<file path="src/rtl/branch_resolve_unit.sv">
// ID-stage BLTZ resolution: waits out rs hazards, evaluates rs < 0, and issues a
// one-cycle registered PC redirect plus IF/ID and ID/EX flushes for taken branches.
module branch_resolve_unit #(
  parameter int unsigned ADDR_WIDTH  = 32,
  parameter int unsigned COUNT_WIDTH = 16
) (
  input  logic                   clk,
  input  logic                   reset,
  input  logic                   id_valid,
  input  logic [31:0]            id_instr,
  input  logic [ADDR_WIDTH-1:0]  id_pc_plus4,
  input  logic [ADDR_WIDTH-1:0]  rs_data,
  input  logic                   ex_regwrite,
  input  logic [4:0]             ex_rd,
  input  logic                   mem_regwrite,
  input  logic [4:0]             mem_rd,
  output logic                   stall,
  output logic                   flush_ifid,
  output logic                   flush_idex,
  output logic                   redirect_valid,
  output logic [ADDR_WIDTH-1:0]  redirect_pc,
  output logic [COUNT_WIDTH-1:0] branch_count,
  output logic [COUNT_WIDTH-1:0] taken_count
);

  localparam logic [5:0] OPC_BLTZ = 6'b000001;

  typedef enum logic {
    IDLE     = 1'b0,
    REDIRECT = 1'b1
  } state_t;

  state_t                 state_q, state_d;
  logic                   redirect_valid_q, redirect_valid_d;
  logic [ADDR_WIDTH-1:0]  redirect_pc_q, redirect_pc_d;
  logic [COUNT_WIDTH-1:0] branch_cnt_q, branch_cnt_d;
  logic [COUNT_WIDTH-1:0] taken_cnt_q, taken_cnt_d;

  logic [4:0]             rs;
  logic [15:0]            imm;
  logic                   is_br;
  logic                   haz;
  logic                   taken;
  logic [ADDR_WIDTH-1:0]  imm_ext;
  logic [ADDR_WIDTH-1:0]  target;
  logic                   unused_rt;

  // rt is not part of the decode; BLTZ is recognised by opcode alone.
  assign unused_rt = ^id_instr[20:16];

  assign rs      = id_instr[25:21];
  assign imm     = id_instr[15:0];
  assign is_br   = id_valid && (id_instr[31:26] == OPC_BLTZ);
  assign haz     = (rs != 5'd0) &&
                   ((ex_regwrite && (ex_rd == rs)) || (mem_regwrite && (mem_rd == rs)));
  assign taken   = rs_data[ADDR_WIDTH-1];
  assign imm_ext = {{(ADDR_WIDTH-16){imm[15]}}, imm};
  assign target  = id_pc_plus4 + (imm_ext << 2);

  // Next-state, stall and counter update.
  always_comb begin
    state_d          = state_q;
    redirect_valid_d = 1'b0;
    redirect_pc_d    = redirect_pc_q;
    branch_cnt_d     = branch_cnt_q;
    taken_cnt_d      = taken_cnt_q;
    stall            = 1'b0;
    case (state_q)
      IDLE: begin
        stall = is_br && haz;
        if (is_br && !haz) begin
          if (branch_cnt_q != {COUNT_WIDTH{1'b1}}) begin
            branch_cnt_d = branch_cnt_q + COUNT_WIDTH'(1);
          end
          if (taken) begin
            if (taken_cnt_q != {COUNT_WIDTH{1'b1}}) begin
              taken_cnt_d = taken_cnt_q + COUNT_WIDTH'(1);
            end
            redirect_pc_d    = target;
            redirect_valid_d = 1'b1;
            state_d          = REDIRECT;
          end
        end
      end
      // ID holds a wrong-path instruction here; it is ignored entirely.
      REDIRECT: state_d = IDLE;
      default:  state_d = IDLE;
    endcase
  end

  always_ff @(posedge clk or posedge reset) begin
    if (reset) begin
      state_q          <= IDLE;
      redirect_valid_q <= 1'b0;
      redirect_pc_q    <= '0;
      branch_cnt_q     <= '0;
      taken_cnt_q      <= '0;
    end else begin
      state_q          <= state_d;
      redirect_valid_q <= redirect_valid_d;
      redirect_pc_q    <= redirect_pc_d;
      branch_cnt_q     <= branch_cnt_d;
      taken_cnt_q      <= taken_cnt_d;
    end
  end

  assign redirect_valid = redirect_valid_q;
  assign flush_ifid     = redirect_valid_q;
  assign flush_idex     = redirect_valid_q;
  assign redirect_pc    = redirect_pc_q;
  assign branch_count   = branch_cnt_q;
  assign taken_count    = taken_cnt_q;

endmodule
</file>
<file path="config.mk">
export PLATFORM = sky130hd
export DESIGN_NAME = branch_resolve_unit
export DESIGN_NICKNAME = d
export VERILOG_FILES = /design/src/rtl/branch_resolve_unit.sv
export SDC_FILE = /design/constraint.sdc
export NUM_CORES = 1
export LEC_CHECK = 0
export BUFFER_PORTS_ARGS = -buffer_cell sky130_fd_sc_hd__buf_2
export CELL_PAD_IN_SITES_DETAIL_PLACEMENT = 1
export CELL_PAD_IN_SITES_GLOBAL_PLACEMENT = 1
export CORE_MARGIN = 3
export CORE_UTILIZATION = 32
export CTS_CLUSTER_DIAMETER = 100
export DETAILED_ROUTE_END_ITERATION = 8
export GPL_TIMING_DRIVEN = 0
export HOLD_SLACK_MARGIN = 0.1
export PLACE_DENSITY_LB_ADDON = 0.1
export SLEW_MARGIN = 20
export SYNTH_ARGS = -nofsm -noshare
export SYNTH_HDL_FRONTEND = slang
export SYNTH_SLANG_ARGS = --single-unit
</file>
<file path="constraint.sdc">
create_clock -name clk -period 1.9 [get_ports clk]
set_input_delay 0 -clock clk [delete_from_list [all_inputs] [get_ports clk]]
set_output_delay 0 -clock clk [all_outputs]
set_load 0.005 [all_outputs]
</file>
# Word level (Yosys, flattened, before mapping)
# Cells that the tools add are included.
[totals] input_bits=111 regBits=66 wordCells=31 output_inout_bits=68
[op_classes] n_bitwise=1 n_mux=5 eq_ne=5 n_reduce_logical=12 addsub=3
[op_table] cell="adder 16 x 1 -> 16 bit (second input constant)" n=2
[op_table] cell="adder 32 bit" n=1
[op_table] cell="inequality test 16 bit (second input constant)" n=2
[op_table] cell="equality test 5 bit" n=2
[op_table] cell="equality test 6 x 1 -> 1 bit (second input constant)" n=1
[op_table] cell="logical AND 1 bit" n=6
[op_table] cell="AND reduction 3 bit" n=2
[op_table] cell="nonzero test 5 bit" n=1
[op_table] cell="2-to-1 mux 1 bit" n=4
[op_table] cell="AND reduction 4 bit" n=1
[op_table] cell="one-hot mux 1 bit (2 select lines)" n=1
[op_table] cell="zero test 1 bit" n=1
[op_table] cell="logical OR 1 bit" n=1
[op_table] cell="NOT 1 bit" n=1

# Depth between registers and ports, before layout
# Gate-level depths: netlist of run 1.
[depth] word_depth=8 mapped_depth=10 mapped_depth_nobuf=10

# Worst setup path before layout of run 1
# Ideal clock, no wire load.
[synth_path] kind="register to register" startpoint="reg branch_cnt_q[0], in the netlist branch_count[0]" endpoint="reg branch_cnt_q[14], in the netlist branch_count[14]" n_path_buf=0 slack_ns=-0.064 setup_ns=0.123 required_ns=1.777 synth_period_minus_slack_ns=1.964 arrival_time_ns=1.841 stages_incl_launch_ff=7 cell_sequence="dfrtp_1 > ha_1 > and3_1 > a221oi_4 > nand3_1 > or2_2 > xnor2_1"
[synth_via] elab_chain_len=2 elab_cells_between_ends=3 cone_classes="add/sub: 1; eq/ne: 1; reduce/logical: 1"
[synth_lines] element="from (decl)" line="36" source="logic [COUNT_WIDTH-1:0] branch_cnt_q, branch_cnt_d;"
[synth_lines] element="from (signal assigned)" line="102" source="branch_cnt_q <= branch_cnt_d;"
[synth_lines] element="branches (longest 2 deep; another with adder 16 x 1 -> 16 bit)"
# Several ways; the timed one is not identified.
# A chain may end at the register's enable or synchronous reset.

# Final worst setup path of run 1
[layout_path] startpoint="reg branch_cnt_q[9], in the netlist branch_count[9]" endpoint="reg branch_cnt_q[5], in the netlist branch_count[5]"
[layout_via] elab_chain_len=2
[layout_lines] element="inequality test 16 bit" line="72" source="if (branch_cnt_q != {COUNT_WIDTH{1'b1}}) begin"
[layout_lines] element="AND reduction 3 bit (no source line)"
# Every way passes these cells.

==> flow_metrics.py, run 1 <==
metrics = {
    "clock_tree": {
        "clock_insertion_delay_worst_skew_ns": 0.34,
        "cts_num_sinks": 65,
        "clock_tree.buffer_depth": 2,
        "tritoncts": "yes",
        "htree_num_levels": 3,
        "clk_pin_slew_ns": 0.06,
        "tritoncts.num_buffers": 9,
        "clock_tree.root_cell": "sky130_fd_sc_hd__clkbuf_16",
    },
    "critical_path": {
        "critical_path.startpoint_type": "flip-flop",
        "reg2reg_to": "branch_count[5]$_DFFE_PP0P_",
        "worstPathArrival_ns": 2.07,
        "cp.required_ns": 2.12,
        "worst_setup_end_kind": "flip-flop",
        "setup.worst_path.class": "flip-flop to flip-flop",
        "r2r_cells": 7,
        "path_max_fanout": 5,
        "reg2reg_slack_ns": 0.05,
        "regToRegStartpoint": "branch_count[9]$_DFFE_PP0P_",
    },
    "die": {
        "design.die.area_um2": 15200,
        "placeableCoreArea_um2": 13300,
        "horiz_die_dim_um": 123,
        "row_count": 42,
        "design.portCount": 179,
        "die_height_um": 123,
        "start_util": 0.329,
    },
    "timing": {
        "setup_ws_ns": 0.0485,
        "setup-violations-final": 0,
        "final_max_slew_viol_count": 0,
        "slew_at_the_pin_closest_to_its_max_slew_limit_ns": 0.461,
        "grt_setup_unrepaired": "true",
        "timing.final.crit_period_ns": 1.85,
        "hold_viol": 0,
        "period_share": 0.974,
        "skew_ns": 0.00928,
        "timing.slew.headroom": 0.693,
        "fmax_ghz": 0.540,
    },
    "layout": {
        "reg_area_um2": 1630,
        "multi_input_area_um2": 2910,
        "antenna_cells_inserted": 0,
        "drive_above_1_share": 0.391,
        "area_growth_syn_to_layout_pct": 41.2,
        "design.final.nets": 802,
        "fillCellCount": 1573,
    },
    "route": {
        "detail_route.wirelength.met1_um": 6400,
        "top_layer_used": "met4",
        "detailedRoute.firstIterationViolations": 167,
        "drt_first_pass_iters": 4,
        "wl_met3_um": 489,
        "via_count": 4286,
        "detailroute.wirelength.met2_um": 7190,
        "detail_route.wirelength_um": 14300,
        "detail-route-antenna-nets": 0,
        "route.detailed.wl_per_inst_um": 17.1,
        "detail_route.drc_violations": 0,
        "route.detailed.vias_per_inst": 5.11,
    },
    "logic_synthesis": {
        "syn_area_um2": 4400,
        "ys.warnings.count": 0,
        "seq_area_frac_synth": 0.370,
        "asyncSetResetFlopFracSynth": 1.00,
        "synth_top_flop_cell": "sky130_fd_sc_hd__dfrtp_1",
        "synth_cell_types": 63,
        "most_common_cell_in_the_netlist": "sky130_fd_sc_hd__dfrtp_1",
        "post_synth.cell_area_avg_um2": 9.22,
        "synth.top_cells.by_count": "sky130_fd_sc_hd__dfrtp_1 (65), sky130_fd_sc_hd__nand2_1 (58), sky130_fd_sc_hd__xnor2_1 (37)",
        "yosys_top_cell_area_share": 0.370,
        "synthesis.instances": 477,
        "synth.largest_area_cell": "sky130_fd_sc_hd__dfrtp_1",
        "synth_nets": 620,
        "netlist_top_cells_area": "sky130_fd_sc_hd__dfrtp_1 (37%), sky130_fd_sc_hd__ha_1 (8.8%), sky130_fd_sc_hd__xnor2_1 (7.4%)",
        "yosys_register_bits": 65,
        "synth-edff-count": 0,
    },
    "grt": {
        "number_of_antenna_violations_at_the_first_check_in_global_routing": 0,
        "overflow": 0,
        "grt_first_pass_wirelength_um": 21900,
        "total_grt_usage": 0.184,
        "grt_max_degree": 36,
        "grt_pass1_vias": 4370,
    },
    "placed_design": {
        "portbufs": 142,
        "pre_cts_slack_ns": -0.600,
        "finalWeightedCongestion": 0.817,
        "dpl.hpwl_um": 10400,
    },
    "power": {
        "power_leakage_uw": 0.00306,
        "max-vdd-ir-drop_v": 0.000451,
        "power.density_cell_area_nw_per_um2": 696,
        "report.power.total_uw": 4330,
    },
    "status": {
        "outcome": "finished, final reports clean",
    },
    "hold_path": {
        "hold_path_startpoint": "id_pc_plus4[3]",
        "worstHoldPathCells": 4,
        "hold_path_class": "primary input to flip-flop",
        "worstHoldEndpoint": "redirect_pc[3]$_DFFE_PP0P_",
    },
    "run": {
        "max-cap-violations": 0,
    },
}
==> per-stage QoR <==
step	util	std cells	cell area, um2	setup TNS, ns	hold WS, ns
finish	0.465	839	6210	0	0.120
global route	0.465	839	6210	-0.398	0.154
CTS	0.439	821	5860	-0.000136	0.113
detailed placement	0.402	796	5370	-18.31	0.0454
global placement	0.400	795	5340	-62.98	0.193
floorplan	-	477	4410	-0.00909	0.105
==> layout make-up <==
class,instances,share of cell area
multi-input combinational,381,0.468
clock buffer,10,0.0385
buffer,10,0.0131
timing repair buffer,173,0.157
inverter,19,0.0119
tap,176,0.0355
sequential,65,0.263
clock inverter,5,0.0129
==> critical path, stage by stage, from the launching register on <==
cell                       delay, ns
sky130_fd_sc_hd__dfrtp_1        0.42
sky130_fd_sc_hd__nand4_1        0.13
sky130_fd_sc_hd__nor2_2         0.07
sky130_fd_sc_hd__and4_4         0.21
sky130_fd_sc_hd__a221oi_4       0.37
sky130_fd_sc_hd__and3_4         0.27
sky130_fd_sc_hd__nand4_1        0.12
sky130_fd_sc_hd__xnor2_1        0.15
==> cells in the final DEF, fill, tap and decap left out, drive strengths merged, types with 19 or more instances in the layout <==
cell type / n
buf: 175
dfrtp: 65
nand2: 58
xnor2: 37
o21ai: 33
ha: 31
nand3: 28
nor2: 24
inv: 19
==> where the power goes <==
part	total, uW	internal [uW]	switching (uW)
registers	1540	1470	65.9
clock network	1820	1170	643
logic	969	462	507
==> registers in the layout, summed over array words and instances (netlist names) <==
register and flops:
redirect_pc 32, branch_count 16, taken_count 16, flush_idex 1
==> layer usage <==
metal	GRT usage	vias to the layer above
met4	0.0671	0
li1	-	2098
met3	0.0306	14
met1	0.238	2099
met2	0.310	75
met5	0	-
==> cells by family (layout without fill, tap and decap cells) <==
family / after synthesis / in the layout / synth area share
and+or+nand+nor: 176 / 176 / 0.205
DFF: 65 / 65 / 0.370
AOI/OAI and AO/OA: 116 / 116 / 0.183
adders and majority gates: 32 / 32 / 0.0927
buffers and inverters: 31 / 217 / 0.0341
xor gates and xnor gates: 53 / 53 / 0.106
muxes: 4 / 4 / 0.0102
==> worst max path at each step <==
stage	from	end	slack, ns	cells after the start
finish	branch_count[9]$_DFFE_PP0P_	branch_count[5]$_DFFE_PP0P_	0.05	7
global route	branch_count[9]$_DFFE_PP0P_	branch_count[5]$_DFFE_PP0P_	-0.08	7
CTS	id_instr[15]	redirect_pc[27]$_DFFE_PP0P_	-0.0001	9
detailed placement	flush_idex$_DFF_PP0_	redirect_pc[16]$_DFFE_PP0P_	-0.60	8
global placement	reset	redirect_pc[21]$_DFFE_PP0P_	-0.72	2
floorplan	branch_count[4]$_DFFE_PP0P_	branch_count[14]$_DFFE_PP0P_	-0.009	6
==> repair_timing <==
item | in CTS | in global routing
setup buffers | 8 | 18
gates resized for setup | 21 | 52
endpoints found under the hold margin | 68 | 0
setup endpoints to repair | 57 | 51
pin swaps | 3 | 19
hold buffers | 4 | 0
Power figures use the tool's default switching activity.
==> inputs of run 2 (changes only) <==
ABC_AREA = 1   (was default)
==> run 2 against run 1 <==
Net effect: via count is 41% higher; hold slack lost 0.023 ns; critical path depth is 3 higher; clock-buffer cell count did not move; final area up 15%; clock skew down 0.0045 ns; synthesized cell count up 93%; die area is 29% higher; non-clock buffer count fell by 25; first-iteration DRC count decreased by 7.2%; area after synthesis rose by 30%; largest cell class unchanged; total power down 2.2%.
==> flow_metrics.py, run 2 <==
metrics = {
    "status": {
        "outcome": "finished, final reports clean",
    },
    "die": {
        "row_count": 48,
        "horiz_die_dim_um": 140,
        "design.die.area_um2": 19600,
        "die_height_um": 140,
        "design.portCount": 179,
        "placeableCoreArea_um2": 17400,
        "start_util": 0.329,
    },
    "logic_synthesis": {
        "syn_area_um2": 5730,
        "synth_nets": 1064,
        "post_synth.cell_area_avg_um2": 6.23,
        "synth_top_flop_cell": "sky130_fd_sc_hd__dfrtp_1",
        "asyncSetResetFlopFracSynth": 1.00,
        "synth.largest_area_cell": "sky130_fd_sc_hd__dfrtp_1",
        "most_common_cell_in_the_netlist": "sky130_fd_sc_hd__nand2_1",
        "yosys_register_bits": 65,
        "synth-edff-count": 0,
        "synthesis.instances": 921,
        "synth.top_cells.by_count": "sky130_fd_sc_hd__nand2_1 (372), sky130_fd_sc_hd__inv_1 (163), sky130_fd_sc_hd__nand3_1 (76)",
        "seq_area_frac_synth": 0.284,
        "ys.warnings.count": 0,
        "netlist_top_cells_area": "sky130_fd_sc_hd__dfrtp_1 (28%), sky130_fd_sc_hd__nand2_1 (24%), sky130_fd_sc_hd__inv_1 (11%)",
        "synth_cell_types": 29,
        "yosys_top_cell_area_share": 0.284,
    },
    "critical_path": {
        "crit_slowest_cell": "sky130_fd_sc_hd__dfrtp_1",
        "timing.critical_path.slowest_cell_delay_ns": 0.39,
        "worstPathArrival_ns": 1.96,
        "r2r_cells": 10,
        "timing.critical_path.cells": "ha_2 > nand3_2 > nor2_4 > nand2_1 > nor2_1 > nand2_2 > inv_1 > nor2_4 > nand3b_1 > nand2_1",
        "setup.worst_path.class": "flip-flop to flip-flop",
        "cp.required_ns": 2.12,
        "worst_setup_end_kind": "flip-flop",
        "critical_path.startpoint_type": "flip-flop",
        "path_max_fanout": 9,
    },
    "power": {
        "power.density_cell_area_nw_per_um2": 593,
        "max-vdd-ir-drop_v": 0.000303,
        "power_leakage_uw": 0.00413,
        "report.power.total_uw": 4230,
    },
    "clock_tree": {
        "tritoncts.num_buffers": 9,
        "clock_tree.root_cell": "sky130_fd_sc_hd__clkbuf_16",
        "tritoncts": "yes",
        "clock_tree.buffer_depth": 2,
        "clk_pin_slew_ns": 0.05,
        "htree_num_levels": 3,
        "clock_insertion_delay_worst_skew_ns": 0.33,
        "cts_num_sinks": 65,
    },
    "layout": {
        "area_growth_syn_to_layout_pct": 24.4,
        "leading_cell_type_in_the_layout_fill_and_taps_excluded": "sky130_fd_sc_hd__nand2_1",
        "drive_above_1_share": 0.186,
        "antenna_cells_inserted": 0,
        "layout_common_cells": "sky130_fd_sc_hd__nand2_1 (371), sky130_fd_sc_hd__inv_1 (162), sky130_fd_sc_hd__buf_2 (142), sky130_fd_sc_hd__nand3_1 (75), sky130_fd_sc_hd__nor2_1 (70)",
        "max_ffs_per_register": 32,
        "design.final.nets": 1223,
        "layout.core_utilization": 0.409,
    },
    "timing": {
        "timing.final.crit_period_ns": 1.75,
        "setup_ws_ns": 0.152,
        "final_max_slew_viol_count": 0,
        "slew_at_the_pin_closest_to_its_max_slew_limit_ns": 0.559,
        "timing.slew.headroom": 0.624,
        "setup-violations-final": 0,
        "hold_viol": 0,
        "finalHoldWorstSlack_ns": 0.0973,
        "period_share": 0.920,
        "fmax_ghz": 0.572,
        "grt_setup_unrepaired": "true",
        "skew_ns": 0.00478,
    },
    "placed_design": {
        "pre_cts_slack_ns": -0.135,
        "dpl.hpwl_um": 15300,
        "finalWeightedCongestion": 0.820,
        "portbufs": 142,
    },
    "route": {
        "via_count": 6052,
        "detail_route.wirelength_um": 18200,
        "route.detailed.wl_per_inst_um": 13.9,
        "drt_first_pass_iters": 4,
        "detailedRoute.firstIterationViolations": 155,
        "detail-route-antenna-nets": 0,
        "route.detailed.vias_per_inst": 4.63,
        "detail_route.drc_violations": 0,
    },
    "run": {
        "max-cap-violations": 0,
    },
    "grt": {
        "total_grt_usage": 0.188,
        "grt_pass1_vias": 6179,
        "grt_first_pass_wirelength_um": 30200,
        "grt_max_degree": 55,
        "overflow": 0,
        "number_of_antenna_violations_at_the_first_check_in_global_routing": 0,
    },
    "hold_path": {
        "worstHoldPathCells": 6,
        "hold_path_class": "primary input to flip-flop",
    },
}
-- run 2: changes by cell type after synthesis, moves of 15 or more --
cell,change
sky130_fd_sc_hd__nor2_1,+47
sky130_fd_sc_hd__inv_1,+144
sky130_fd_sc_hd__o21ai_2,+15
sky130_fd_sc_hd__nand2_1,+314
sky130_fd_sc_hd__xnor2_1,-19
sky130_fd_sc_hd__o21ai_0,-19
sky130_fd_sc_hd__nand3_1,+48
-- run 2: path summary, 6_finish.rpt --
kind,slack [ns],to,startpoint
worst max-delay path,0.15,branch_count[11]$_DFFE_PP0P_,branch_count[0]$_DFFE_PP0P_
max in group asynchronous,1.19,taken_count[9]$_DFFE_PP0P_,reset
worst min-delay path,0.1,redirect_pc[31]$_DFFE_PP0P_,id_pc_plus4[31]
worst max register to register,0.15,branch_count[11]$_DFFE_PP0P_,branch_count[0]$_DFFE_PP0P_
worst min register to register,0.47,redirect_pc[19]$_DFFE_PP0P_,redirect_pc[19]$_DFFE_PP0P_
min in group asynchronous,0.17,branch_count[3]$_DFFE_PP0P_,reset
-- run 2: cell type report --
class	count	area, um2
sequential	65	1630
clock buffer	10	239
inverter	164	618
clock inverter	4	45.0
tap	225	282
timing repair buffer	148	786
multi-input combinational	682	3440
fill	2374	10300
buffer	10	97.6
-- run 2: stage by stage --
stage | std cells | setup TNS (ns) | area, um2
after floorplan | 921 | 0 | 5730
after global placement | 1288 | -49.92 | 6730
after detailed placement | 1289 | -1.23 | 6760
after CTS | 1307 | 0 | 7100
after global routing | 1308 | -0.000102 | 7130
final | 1308 | 0 | 7130
-- run 2: worst max-delay path, delay by kind of cell (launching register included) --
kind / cells / cell delay, ns
AND/OR/NAND/NOR: 8 / 0.88
buffers and inverters: 1 / 0.14
adder cells (fa/ha/maj): 1 / 0.22
flip-flops: 1 / 0.39
-- run 2: what timing repair did --
item / 4_1_cts / 5_1_grt
resized for setup: 5 / 5
hold endpoints to repair: 68 / 0
endpoints found under the setup margin: 20 / 21
buffers inserted: 0 / 1
hold buffers: 4 / 0
pin swaps: 0 / 2
-- run 2: power by group --
group / internal (uW) / switching (uW) / leakage [uW]
combinational: 420 / 660 / 0.00310
sequential: 1470 / 51.4 / 0.000881
clock: 1030 / 599 / 0.000144
-- run 2: routing by layer --
metal	wire, um	track usage	up-vias
met2	8940	0.336	93
met4	352	0.0535	0
met3	465	0.0172	18
li1	-	-	3149
met5	0	0	-
met1	8460	0.241	2792
-- run 2: cell families after synthesis --
family / Yosys count / synth area share
buffers and inverters: 174 / 0.124
xor gates and xnor gates: 30 / 0.0458
and+or+nand+nor: 570 / 0.421
DFF: 65 / 0.284
adders and majority gates: 32 / 0.0711
AOI/OAI and AO/OA: 50 / 0.0543
